$ cat src/rtl/ex_mem_latch_if.sv
// EX/MEM stage bus: EX-side inputs and registered MEM-side / forwarding outputs.
interface ex_mem_latch_if #(
    parameter int unsigned NB_DATA  = 32,
    parameter int unsigned NB_REG   = 5,
    parameter int unsigned NB_WIDTH = 2
);
    logic                i_valid;
    logic                i_stall;
    logic                i_flush;
    logic [NB_DATA-1:0]  i_alu_result;
    logic [NB_DATA-1:0]  i_rt_data;
    logic [NB_REG-1:0]   i_write_reg;
    logic                i_reg_write;
    logic                i_mem_read;
    logic                i_mem_write;
    logic                i_mem_to_reg;
    logic [NB_WIDTH-1:0] i_mem_width;
    logic                i_mem_unsigned;

    logic                o_valid;
    logic [NB_DATA-1:0]  o_alu_result;
    logic [NB_DATA-1:0]  o_store_data;
    logic [3:0]          o_byte_en;
    logic [NB_REG-1:0]   o_write_reg;
    logic                o_reg_write;
    logic                o_mem_read;
    logic                o_mem_write;
    logic                o_mem_to_reg;
    logic                o_mem_unsigned;
    logic [NB_WIDTH-1:0] o_mem_width;
    logic                o_fwd_valid;
    logic [NB_REG-1:0]   o_fwd_dst;
    logic                o_load_hazard;
    logic                o_misaligned;
    logic [NB_DATA-1:0]  o_bad_addr;

    modport master (
        output i_valid, i_stall, i_flush, i_alu_result, i_rt_data, i_write_reg,
               i_reg_write, i_mem_read, i_mem_write, i_mem_to_reg, i_mem_width,
               i_mem_unsigned,
        input  o_valid, o_alu_result, o_store_data, o_byte_en, o_write_reg,
               o_reg_write, o_mem_read, o_mem_write, o_mem_to_reg, o_mem_unsigned,
               o_mem_width, o_fwd_valid, o_fwd_dst, o_load_hazard, o_misaligned,
               o_bad_addr
    );

    modport slave (
        input  i_valid, i_stall, i_flush, i_alu_result, i_rt_data, i_write_reg,
               i_reg_write, i_mem_read, i_mem_write, i_mem_to_reg, i_mem_width,
               i_mem_unsigned,
        output o_valid, o_alu_result, o_store_data, o_byte_en, o_write_reg,
               o_reg_write, o_mem_read, o_mem_write, o_mem_to_reg, o_mem_unsigned,
               o_mem_width, o_fwd_valid, o_fwd_dst, o_load_hazard, o_misaligned,
               o_bad_addr
    );
endinterface

$ cat src/rtl/ex_mem_latch.sv
// EX/MEM pipeline register with stall/flush, store lane alignment and forwarding info.
// Optional misaligned-access trap enabled by defining EX_MEM_MISALIGN_TRAP_EN.
module ex_mem_latch #(
    parameter int unsigned NB_DATA  = 32,
    parameter int unsigned NB_REG   = 5,
    parameter int unsigned NB_WIDTH = 2
) (
    input  logic           i_clk,
    input  logic           i_reset,
    ex_mem_latch_if.slave  bus
);
    localparam logic [NB_WIDTH-1:0] W_BYTE = NB_WIDTH'(0);
    localparam logic [NB_WIDTH-1:0] W_HALF = NB_WIDTH'(1);
    localparam logic [NB_WIDTH-1:0] W_WORD = NB_WIDTH'(2);

    logic                valid_q,    valid_d;
    logic [NB_DATA-1:0]  alu_q,      alu_d;
    logic [NB_DATA-1:0]  store_q,    store_d;
    logic [3:0]          be_q,       be_d;
    logic [NB_REG-1:0]   wreg_q,     wreg_d;
    logic                regw_q,     regw_d;
    logic                mrd_q,      mrd_d;
    logic                mwr_q,      mwr_d;
    logic                m2r_q,      m2r_d;
    logic                uns_q,      uns_d;
    logic [NB_WIDTH-1:0] width_q,    width_d;
    logic                misal_q,    misal_d;
    logic [NB_DATA-1:0]  bad_addr_q, bad_addr_d;

    logic [1:0]          addr_c;
    logic [3:0]          lane_be_c;
    logic [NB_DATA-1:0]  lane_data_c;
    logic                misalign_c;
    logic                bubble_c;

    // Store lane replication and byte enables from the low address bits
    always_comb begin
        addr_c      = bus.i_alu_result[1:0];
        lane_be_c   = 4'b0000;
        lane_data_c = bus.i_rt_data;
        case (bus.i_mem_width)
            W_BYTE: begin
                lane_be_c   = 4'(4'b0001 << addr_c);
                lane_data_c = NB_DATA'({4{bus.i_rt_data[7:0]}});
            end
            W_HALF: begin
                lane_be_c   = addr_c[1] ? 4'b1100 : 4'b0011;
                lane_data_c = NB_DATA'({2{bus.i_rt_data[15:0]}});
            end
            W_WORD:  lane_be_c = 4'b1111;
            default: lane_be_c = 4'b0000;
        endcase
        if (!bus.i_mem_write) lane_be_c = 4'b0000;
    end

`ifdef EX_MEM_MISALIGN_TRAP_EN
    always_comb begin
        misalign_c = (bus.i_mem_read | bus.i_mem_write) &
                     (((bus.i_mem_width == W_HALF) & addr_c[0]) |
                      ((bus.i_mem_width == W_WORD) & (addr_c != 2'b00)));
    end
`else
    assign misalign_c = 1'b0;
`endif

    // Next state: flush > stall > capture; invalid or trapped captures become bubbles
    always_comb begin
        valid_d    = valid_q;
        alu_d      = alu_q;
        store_d    = store_q;
        be_d       = be_q;
        wreg_d     = wreg_q;
        regw_d     = regw_q;
        mrd_d      = mrd_q;
        mwr_d      = mwr_q;
        m2r_d      = m2r_q;
        uns_d      = uns_q;
        width_d    = width_q;
        misal_d    = 1'b0;
        bad_addr_d = bad_addr_q;

        bubble_c = bus.i_flush |
                   (~bus.i_stall & (~bus.i_valid | misalign_c));

        if (bubble_c) begin
            valid_d = 1'b0;
            alu_d   = '0;
            store_d = '0;
            be_d    = 4'b0000;
            wreg_d  = '0;
            regw_d  = 1'b0;
            mrd_d   = 1'b0;
            mwr_d   = 1'b0;
            m2r_d   = 1'b0;
            uns_d   = 1'b0;
            width_d = '0;
        end else if (!bus.i_stall) begin
            valid_d = 1'b1;
            alu_d   = bus.i_alu_result;
            store_d = lane_data_c;
            be_d    = lane_be_c;
            wreg_d  = bus.i_write_reg;
            regw_d  = bus.i_reg_write & (bus.i_write_reg != '0);
            mrd_d   = bus.i_mem_read;
            mwr_d   = bus.i_mem_write;
            m2r_d   = bus.i_mem_to_reg;
            uns_d   = bus.i_mem_unsigned;
            width_d = bus.i_mem_width;
        end

        if (!bus.i_flush && !bus.i_stall && bus.i_valid && misalign_c) begin
            misal_d    = 1'b1;
            bad_addr_d = bus.i_alu_result;
        end
    end

    always_ff @(posedge i_clk or posedge i_reset) begin
        if (i_reset) begin
            valid_q    <= 1'b0;
            alu_q      <= '0;
            store_q    <= '0;
            be_q       <= 4'b0000;
            wreg_q     <= '0;
            regw_q     <= 1'b0;
            mrd_q      <= 1'b0;
            mwr_q      <= 1'b0;
            m2r_q      <= 1'b0;
            uns_q      <= 1'b0;
            width_q    <= '0;
            misal_q    <= 1'b0;
            bad_addr_q <= '0;
        end else begin
            valid_q    <= valid_d;
            alu_q      <= alu_d;
            store_q    <= store_d;
            be_q       <= be_d;
            wreg_q     <= wreg_d;
            regw_q     <= regw_d;
            mrd_q      <= mrd_d;
            mwr_q      <= mwr_d;
            m2r_q      <= m2r_d;
            uns_q      <= uns_d;
            width_q    <= width_d;
            misal_q    <= misal_d;
            bad_addr_q <= bad_addr_d;
        end
    end

    assign bus.o_valid        = valid_q;
    assign bus.o_alu_result   = alu_q;
    assign bus.o_store_data   = store_q;
    assign bus.o_byte_en      = be_q;
    assign bus.o_write_reg    = wreg_q;
    assign bus.o_reg_write    = regw_q;
    assign bus.o_mem_read     = mrd_q;
    assign bus.o_mem_write    = mwr_q;
    assign bus.o_mem_to_reg   = m2r_q;
    assign bus.o_mem_unsigned = uns_q;
    assign bus.o_mem_width    = width_q;
    assign bus.o_misaligned   = misal_q;
    assign bus.o_bad_addr     = bad_addr_q;

    // Forwarding view: loads in MEM cannot forward and signal a hazard instead
    assign bus.o_fwd_valid   = valid_q & regw_q & ~mrd_q;
    assign bus.o_load_hazard = valid_q & regw_q & mrd_q;
    assign bus.o_fwd_dst     = wreg_q;
endmodule

$ cat src/flat_wrapper.sv
// flat-port wrapper written by rule: the top's interface ports become plain ports
module ex_mem_latch_flat 
#(
    parameter int unsigned NB_DATA  = 32,
    parameter int unsigned NB_REG   = 5,
    parameter int unsigned NB_WIDTH = 2
)
  (i_clk, i_reset, bus_i_valid, bus_i_stall, bus_i_flush, bus_i_alu_result, bus_i_rt_data, bus_i_write_reg, bus_i_reg_write, bus_i_mem_read, bus_i_mem_write, bus_i_mem_to_reg, bus_i_mem_width, bus_i_mem_unsigned, bus_o_valid, bus_o_alu_result, bus_o_store_data, bus_o_byte_en, bus_o_write_reg, bus_o_reg_write, bus_o_mem_read, bus_o_mem_write, bus_o_mem_to_reg, bus_o_mem_unsigned, bus_o_mem_width, bus_o_fwd_valid, bus_o_fwd_dst, bus_o_load_hazard, bus_o_misaligned, bus_o_bad_addr);
  ex_mem_latch_if #(.NB_DATA(NB_DATA), .NB_REG(NB_REG), .NB_WIDTH(NB_WIDTH)) bus_i ();
  input  logic i_clk;
  input  logic i_reset;
  input wire logic [$bits(bus_i.i_valid)-1:0] bus_i_valid;
  input wire logic [$bits(bus_i.i_stall)-1:0] bus_i_stall;
  input wire logic [$bits(bus_i.i_flush)-1:0] bus_i_flush;
  input wire logic [$bits(bus_i.i_alu_result)-1:0] bus_i_alu_result;
  input wire logic [$bits(bus_i.i_rt_data)-1:0] bus_i_rt_data;
  input wire logic [$bits(bus_i.i_write_reg)-1:0] bus_i_write_reg;
  input wire logic [$bits(bus_i.i_reg_write)-1:0] bus_i_reg_write;
  input wire logic [$bits(bus_i.i_mem_read)-1:0] bus_i_mem_read;
  input wire logic [$bits(bus_i.i_mem_write)-1:0] bus_i_mem_write;
  input wire logic [$bits(bus_i.i_mem_to_reg)-1:0] bus_i_mem_to_reg;
  input wire logic [$bits(bus_i.i_mem_width)-1:0] bus_i_mem_width;
  input wire logic [$bits(bus_i.i_mem_unsigned)-1:0] bus_i_mem_unsigned;
  output wire logic [$bits(bus_i.o_valid)-1:0] bus_o_valid;
  output wire logic [$bits(bus_i.o_alu_result)-1:0] bus_o_alu_result;
  output wire logic [$bits(bus_i.o_store_data)-1:0] bus_o_store_data;
  output wire logic [$bits(bus_i.o_byte_en)-1:0] bus_o_byte_en;
  output wire logic [$bits(bus_i.o_write_reg)-1:0] bus_o_write_reg;
  output wire logic [$bits(bus_i.o_reg_write)-1:0] bus_o_reg_write;
  output wire logic [$bits(bus_i.o_mem_read)-1:0] bus_o_mem_read;
  output wire logic [$bits(bus_i.o_mem_write)-1:0] bus_o_mem_write;
  output wire logic [$bits(bus_i.o_mem_to_reg)-1:0] bus_o_mem_to_reg;
  output wire logic [$bits(bus_i.o_mem_unsigned)-1:0] bus_o_mem_unsigned;
  output wire logic [$bits(bus_i.o_mem_width)-1:0] bus_o_mem_width;
  output wire logic [$bits(bus_i.o_fwd_valid)-1:0] bus_o_fwd_valid;
  output wire logic [$bits(bus_i.o_fwd_dst)-1:0] bus_o_fwd_dst;
  output wire logic [$bits(bus_i.o_load_hazard)-1:0] bus_o_load_hazard;
  output wire logic [$bits(bus_i.o_misaligned)-1:0] bus_o_misaligned;
  output wire logic [$bits(bus_i.o_bad_addr)-1:0] bus_o_bad_addr;
  assign bus_i.i_valid = bus_i_valid;
  assign bus_i.i_stall = bus_i_stall;
  assign bus_i.i_flush = bus_i_flush;
  assign bus_i.i_alu_result = bus_i_alu_result;
  assign bus_i.i_rt_data = bus_i_rt_data;
  assign bus_i.i_write_reg = bus_i_write_reg;
  assign bus_i.i_reg_write = bus_i_reg_write;
  assign bus_i.i_mem_read = bus_i_mem_read;
  assign bus_i.i_mem_write = bus_i_mem_write;
  assign bus_i.i_mem_to_reg = bus_i_mem_to_reg;
  assign bus_i.i_mem_width = bus_i_mem_width;
  assign bus_i.i_mem_unsigned = bus_i_mem_unsigned;
  assign bus_o_valid = bus_i.o_valid;
  assign bus_o_alu_result = bus_i.o_alu_result;
  assign bus_o_store_data = bus_i.o_store_data;
  assign bus_o_byte_en = bus_i.o_byte_en;
  assign bus_o_write_reg = bus_i.o_write_reg;
  assign bus_o_reg_write = bus_i.o_reg_write;
  assign bus_o_mem_read = bus_i.o_mem_read;
  assign bus_o_mem_write = bus_i.o_mem_write;
  assign bus_o_mem_to_reg = bus_i.o_mem_to_reg;
  assign bus_o_mem_unsigned = bus_i.o_mem_unsigned;
  assign bus_o_mem_width = bus_i.o_mem_width;
  assign bus_o_fwd_valid = bus_i.o_fwd_valid;
  assign bus_o_fwd_dst = bus_i.o_fwd_dst;
  assign bus_o_load_hazard = bus_i.o_load_hazard;
  assign bus_o_misaligned = bus_i.o_misaligned;
  assign bus_o_bad_addr = bus_i.o_bad_addr;
  ex_mem_latch #(.NB_DATA(NB_DATA), .NB_REG(NB_REG), .NB_WIDTH(NB_WIDTH)) u_core (.i_clk(i_clk), .i_reset(i_reset), .bus(bus_i));
endmodule
$ cat config.mk
export PLATFORM = sky130hd
export DESIGN_NAME = ex_mem_latch_flat
export DESIGN_NICKNAME = d
export VERILOG_FILES = /design/src/rtl/ex_mem_latch_if.sv /design/src/rtl/ex_mem_latch.sv /design/src/flat_wrapper.sv
export SDC_FILE = /design/constraint.sdc
export NUM_CORES = 1
export LEC_CHECK = 0
export CORE_MARGIN = 5
export CORE_UTILIZATION = 39
export DETAILED_ROUTE_END_ITERATION = 10
export PLACE_DENSITY = 0.84
export SLEW_MARGIN = 20
export SYNTH_ARGS = -nofsm -noshare
export SYNTH_HDL_FRONTEND = slang
export SYNTH_SLANG_ARGS = --single-unit
$ cat constraint.sdc
create_clock -name i_clk -period 3.2 [get_ports i_clk]
set_input_delay 0.48 -clock i_clk [delete_from_list [all_inputs] [get_ports i_clk]]
set_output_delay 0.48 -clock i_clk [all_outputs]
set_load 0.05 [all_outputs]
==> flow_summary_export.csv, run 1 <==
group,metric,value,unit
status,outcome,"finished clean",
timing,hold_violations,0,
drt,drc,0,
yosys,syn_area_per_cell,12.1,µm²
yosys,ys_types,22,
cells_and_area,fin_cells,569,
run,cap_violations,0,
setup_path,crit_fanout,4,
cts,cts_tree,"yes",
cells_and_area,register_area,2030,µm²
yosys,ys.flop_type,"dfrtp_1",
die,core_area,9110,µm²
yosys,synthArstFlopShare,100,%
drt,wl,10100,µm
timing,rsz0062_at_grt,"no",
cts,insertion_delay,340,ps
global_route,grt_max_degree,42,
yosys,netlist_top_cells_count,"81 x dfrtp_1, 50 x a22o_1, 40 x buf_4, 19 x nand2_1",
cts,cts_buffers,9,
timing,layout_setup_ws,996,ps
timing,worst_pin_slew,729,ps
global_route,globalRouteOverflowTotal,0,
die,die_h,106,µm
die,core.rowCount,35,
global_route,grt_pass1_vias,2992,
die,fp.dieW,106,µm
place,dp_slack,947,ps
cells_and_area,multiInputGateArea,1270,µm²
yosys,synth_edf_count,0,
setup_path,required,2720,ps
global_route,antenna_found_initial,0,
cells_and_area,antenna_cells,0,
setup_path,cp.arrival,1720,ps
timing,max_freq,454,MHz
yosys,synth.area.top_cells,"dfrtp_1 56%, a22o_1 12%, buf_4 8.3%, a32o_1 4.7%, nand2b_1 3.0%",
setup_path,crit_path_end_kind,"output pin",
yosys,syn_area,3600,µm²
cts,root_buffer,"clkbuf_8",
die,io-pin-count,202,
cells_and_area,area_growth,49.6,%
setup_path,crit_chain,"and3_1 > clkdlybuf4s50_1",
place,dp_hpwl,7580,µm
setup_path,cp_slowest_cell,"clkdlybuf4s50_1",
yosys,netlist.area_leader.share,56.3,%
timing,timing.setup.tns,0,ps
power,powerDensity,441,nW/µm²
yosys,yosysMostFrequentCell,"dfrtp_1",
cells_and_area,drive_above_1_share,5.68,%
yosys,ys_seq_elements,81,
timing,fin_skew,0,ps
cts,cts_resized,0,
drt,firstDrtPassIters,4,
cts,clkSinkCount,81,
drt,via_count,2877,
cts,clk_pin_slew,80,ps
cts,cts_max_path_buffers,2,
hold_path,hp-class,"flop to flop",
setup_path,start_kind,"flop",
power,ir_drop,0.170,mV
timing,finalSetupViolCount,0,
yosys,yosys_warnings,0,
global_route,track_usage,17.9,%
global_route,grt_pass1_wl,15800,µm
cells_and_area,nNetsFinal,536,
die,fp.dieArea,11200,µm²
timing,finalCriticalPeriod,2200,ps
place,gp_congestion,0.775,
drt,detail-route-antenna-nets,0,
timing,drv_slew,0,
setup_path,worstSetupPathType,"flop to output pin",
setup_path,critPathMaxStageDelay,790,ps
yosys,seq_area_frac_synth,56.3,%
cts,post_cts_buffers,0,
cts,cts_hold_buf,0,
timing,finalCritPeriodShare,68.9,%
drt,wl_per_cell,17.8,µm
yosys,syn_inst,297,
drt,first_iter_violations,89,
cts,ctsHtreeMaxLevel,3,
power,leakage,0.00239,µW
die,initial_core_util,39.5,%
place,port_buffers,168,
timing,relSlewSlack,51.3,%
cells_and_area,fillers,769,
drt,viasPerCell,5.06,
timing,whs,489,ps
place,dp_cells,555,
yosys,synth_top_area_cell,"dfrtp_1",
==> per-layer routing <==
| metal | global-route usage [%] | vias to the layer above | wire length (µm) |
|---|---|---|---|
| met1 | 22.5 | 1391 | 4230 |
| met4 | 6.48 | 0 | 236 |
| li1 | - | 1317 | - |
| met5 | 0 | - | 0 |
| met3 | 6.56 | 17 | 892 |
| met2 | 28.2 | 152 | 4770 |
==> per-stage QoR <==
step | utilization [%] | cell area, µm² | power, µW
floorplan | - | 3720 | 1490
global placement | 57.1 | 5200 | 1680
CTS | 59.1 | 5380 | 2400
global route | 59.1 | 5380 | 2490
detailed placement | 57.1 | 5200 | 1690
finish | 59.1 | 5380 | 2380
==> kinds of logic (layout without fill, tap and decap cells) <==
kind of cell | after synthesis | count (layout) | share of synthesized area (%)
AOI/OAI and AO/OA | 92 | 92 | 21.2
DFF | 81 | 81 | 56.3
buffers and inverters | 62 | 191 | 12.2
and+or+nand+nor | 53 | 53 | 7.93
muxes | 8 | 8 | 2.23
other | 1 | 33 | 0.104
==> placed cells by master (no fill, tap or decap), drive strengths merged <==
master,n
a211o,8
a21oi,4
a22o,50
a32o,17
and3,1
buf,7
bufinv,1
clkbuf,9
clkdlybuf4s50,168
clkinv,3
clkinvlp,2
conb,33
dfrtp,81
inv,1
mux2i,8
nand2,19
nand2b,17
nand3,1
nor2,3
nor2b,9
nor3,1
nor3b,1
o21ai,13
or2,1
==> area by class of cell <==
| class | instances | share of cell area (%) |
|---|---|---|
| clock inverters | 5 | 1.09 |
| flip-flops and latches | 81 | 37.7 |
| well taps | 111 | 2.58 |
| multi-input cells | 186 | 23.5 |
| clock buffers | 9 | 2.30 |
| inverters | 2 | 0.163 |
| repair buffers | 175 | 32.7 |
==> worst max-delay path: cells and delay by family, from the launching register on <==
kind / cells / cell delay, ps
buffers and inverters: 1 / 790
AND/OR/NAND/NOR: 1 / 170
flip-flops: 1 / 410
==> where the power goes <==
| group | total (µW) | switching, µW | leakage, µW | internal, µW |
|---|---|---|---|---|
| clock | 711 | 359 | 0.0000872 | 352 |
| sequential | 1090 | 25.0 | 0.00110 | 1060 |
| combinational | 578 | 367 | 0.00120 | 211 |
| total | 2380 | 751 | 0.00239 | 1630 |
==> path summary, 6_finish.rpt <==
kind / from / end / slack [ps] / depth (start not counted)
max: u_core.bus.o_valid / bus_o_load_hazard / 1000 / 2
min: u_core.bus.o_store_data[17] / u_core.bus.o_store_data[17] / 490 / 2
max reg2reg: u_core.bus.o_fwd_dst[3] / u_core.bus.o_fwd_dst[3] / 2450 / 1
min reg2reg: u_core.bus.o_store_data[17] / u_core.bus.o_store_data[17] / 490 / 2
max in group asynchronous: i_reset / u_core.bus.o_alu_result[12] / 1840 / 3
min in group asynchronous: i_reset / u_core.bus.o_store_data[21] / 570 / 2
Note: power is estimated with default switching activity, not from simulation.
==> run 2: changes to the inputs <==
--- a/config.mk
+++ b/config.mk
@@ -6,9 +6,9 @@
 export NUM_CORES = 1
 export LEC_CHECK = 0
 export CORE_MARGIN = 5
-export CORE_UTILIZATION = 39
+export CORE_UTILIZATION = 35
 export DETAILED_ROUTE_END_ITERATION = 10
-export PLACE_DENSITY = 0.84
+export PLACE_DENSITY = 0.8
 export SLEW_MARGIN = 20
 export SYNTH_ARGS = -nofsm -noshare
 export SYNTH_HDL_FRONTEND = slang
==> constraint.sdc (replaced) <==
create_clock -name i_clk -period 1.85 [get_ports i_clk]
set_input_delay 0.2775 -clock i_clk [delete_from_list [all_inputs] [get_ports i_clk]]
set_output_delay 0.2775 -clock i_clk [all_outputs]
set_load 0.05 [all_outputs]
==> flow_summary_export.csv, run 2 (synthesis gave the netlist of run 1 again) <==
group,metric,value,unit
status,outcome,"finished clean",
cells_and_area,post-route-util,54.3,%
place,dp_slack,119,ps
setup_path,path_buf_inv,1,
global_route,grt_pass1_wl,16400,µm
cells_and_area,antenna_cells,0,
cts,cts_max_path_buffers,2,
setup_path,start_kind,"flop",
timing,hold_violations,0,
timing,drv_slew,0,
place,port_buffers,168,
setup_path,rr_worst_depth,1,
run,cap_violations,0,
cts,root_buffer,"clkbuf_8",
cts,clk_pin_slew,80,ps
timing,finalCriticalPeriod,1810,ps
cells_and_area,area_growth,53.8,%
setup_path,worstSetupPathType,"flop to output pin",
setup_path,cpLargestDelayFamily,"buffers and inverters",
cts,ctsHtreeMaxLevel,3,
global_route,track_usage,16.3,%
die,fp.dieArea,12400,µm²
setup_path,rr_startpoint,"u_core.bus.o_alu_result[14]",
drt,firstDrtPassIters,4,
cts,cts_tree,"yes",
die,io-pin-count,202,
cells_and_area,drive_above_1_share,9.74,%
setup_path,cp.arrival,1530,ps
setup_path,worst-r2r-setup-slack,1100,ps
drt,drc,0,
timing,worst_pin_slew,531,ps
setup_path,crit_fanout,3,
power,powerDensity,754,nW/µm²
setup_path,crit_path_end_kind,"output pin",
cells_and_area,fillers,883,
drt,wl,10400,µm
drt,viasPerCell,4.84,
cts,insertion_delay,340,ps
die,initial_core_util,35.3,%
timing,fin_skew,0,ps
setup_path,required,1570,ps
timing,max_freq,554,MHz
die,die_h,111,µm
setup_path,crit_chain,"clkdlybuf4s50_1",
place,gp_congestion,0.798,
drt,via_count,2895,
die,core.rowCount,37,
drt,wl_per_cell,17.4,µm
place,dp_hpwl,7660,µm
cells_and_area,final_cell_mix,"116 x clkdlybuf4s50_1, 81 x dfrtp_1, 50 x a22o_1",
die,fp.dieW,111,µm
die,core_area,10200,µm²
global_route,grt_max_degree,53,
setup_path,cp_slowest_cell,"clkdlybuf4s50_1",
global_route,grt_pass1_vias,3074,
setup_path,r2r_end,"u_core.bus.o_alu_result[14]",
timing,relSlewSlack,64.5,%
global_route,antenna_found_initial,0,
drt,first_iter_violations,109,
global_route,globalRouteOverflowTotal,0,
timing,finalCritPeriodShare,97.6,%
hold_path,hp-class,"primary input to async pin",
cts,cts_buffers,9,
setup_path,critPathMaxStageDelay,820,ps
cts,clkSinkCount,81,
drt,detail-route-antenna-nets,0,
power,ir_drop,0.320,mV
cells_and_area,nNetsFinal,538,
cts,post_cts_buffers,0,
cells_and_area,mostFrequentLayoutCell,"clkdlybuf4s50_1",
timing,finalSetupViolCount,0,
timing,whs,307,ps
timing,layout_setup_ws,43.9,ps
power,leakage,0.00303,µW
==> run 2: cell types whose count changed in the layout (fill, tap and decap cells not counted) <==
cell / before / now
buf_12: 2 / 6
buf_4: 5 / 19
clkbuf_1: 0 / 1
clkdlybuf4s50_1: 168 / 116
clkinv_2: 2 / 1
clkinvlp_4: 2 / 3
dlygate4sd2_1: 0 / 3
dlymetal6s2s_1: 0 / 33
inv_6: 0 / 1
==> run 2: metal layers <==
layer / part of all wire, % / global-route usage, %
met1: 41 / 19.7
met2: 51 / 27.9
met3: 8.0 / 5.22
met4: 0.71 / 4.87
met5: 0 / 0
==> run 2: final cells by class <==
cell class / count / area, µm² / share of cell area, %
Sequential cell: 81 / 2030 / 36.6
Inverter: 2 / 11.3 / 0.204
Clock inverter: 6 / 67.6 / 1.22
Tap cell: 136 / 170 / 3.08
Multi-Input combinational cell: 186 / 1270 / 22.9
Clock buffer: 10 / 128 / 2.31
Timing Repair Buffer: 177 / 1860 / 33.7
==> run 2: worst max-delay path by stage <==
| stage | start | end | slack (ps) | cells after the start |
|---|---|---|---|---|
| floorplan | u_core.bus.o_valid | bus_o_fwd_valid | 180 | 2 |
| global placement | bus_i_flush | u_core.bus.o_reg_write | 160 | 4 |
| detailed placement | bus_i_flush | u_core.bus.o_reg_write | 120 | 4 |
| CTS | u_core.bus.o_store_data[14] | bus_o_store_data[14] | 5 | 1 |
| global route | u_core.bus.o_alu_result[15] | bus_o_alu_result[15] | -20 | 1 |
| finish | u_core.bus.o_fwd_dst[0] | bus_o_fwd_dst[0] | 40 | 1 |
==> run 2: power breakdown <==
part	internal, µW	switching, µW
clock network	629	652
logic	370	640
registers	1840	42.4
==> run 2: stage by stage <==
| stage | area, µm² | power (µW) | setup TNS (ps) | instances |
|---|---|---|---|---|
| 2_1_floorplan | 3720 | 2580 | 0 | 329 |
| 3_3_place_gp | 5260 | 2920 | 0 | 582 |
| 4_1_cts | 5450 | 4240 | 0 | 598 |
| 3_5_place_dp | 5260 | 2940 | 0 | 582 |
| 6_report | 5530 | 4170 | 0 | 598 |
| 5_1_grt | 5530 | 4380 | -32.3 | 598 |
==> run 2: what timing repair did <==
| action | CTS | global route |
|---|---|---|
| resized for setup | 3 | 33 |
| endpoints found under the setup margin | 3 | 34 |
| hold buffers | 0 | 0 |
| gates cloned | 0 | 0 |
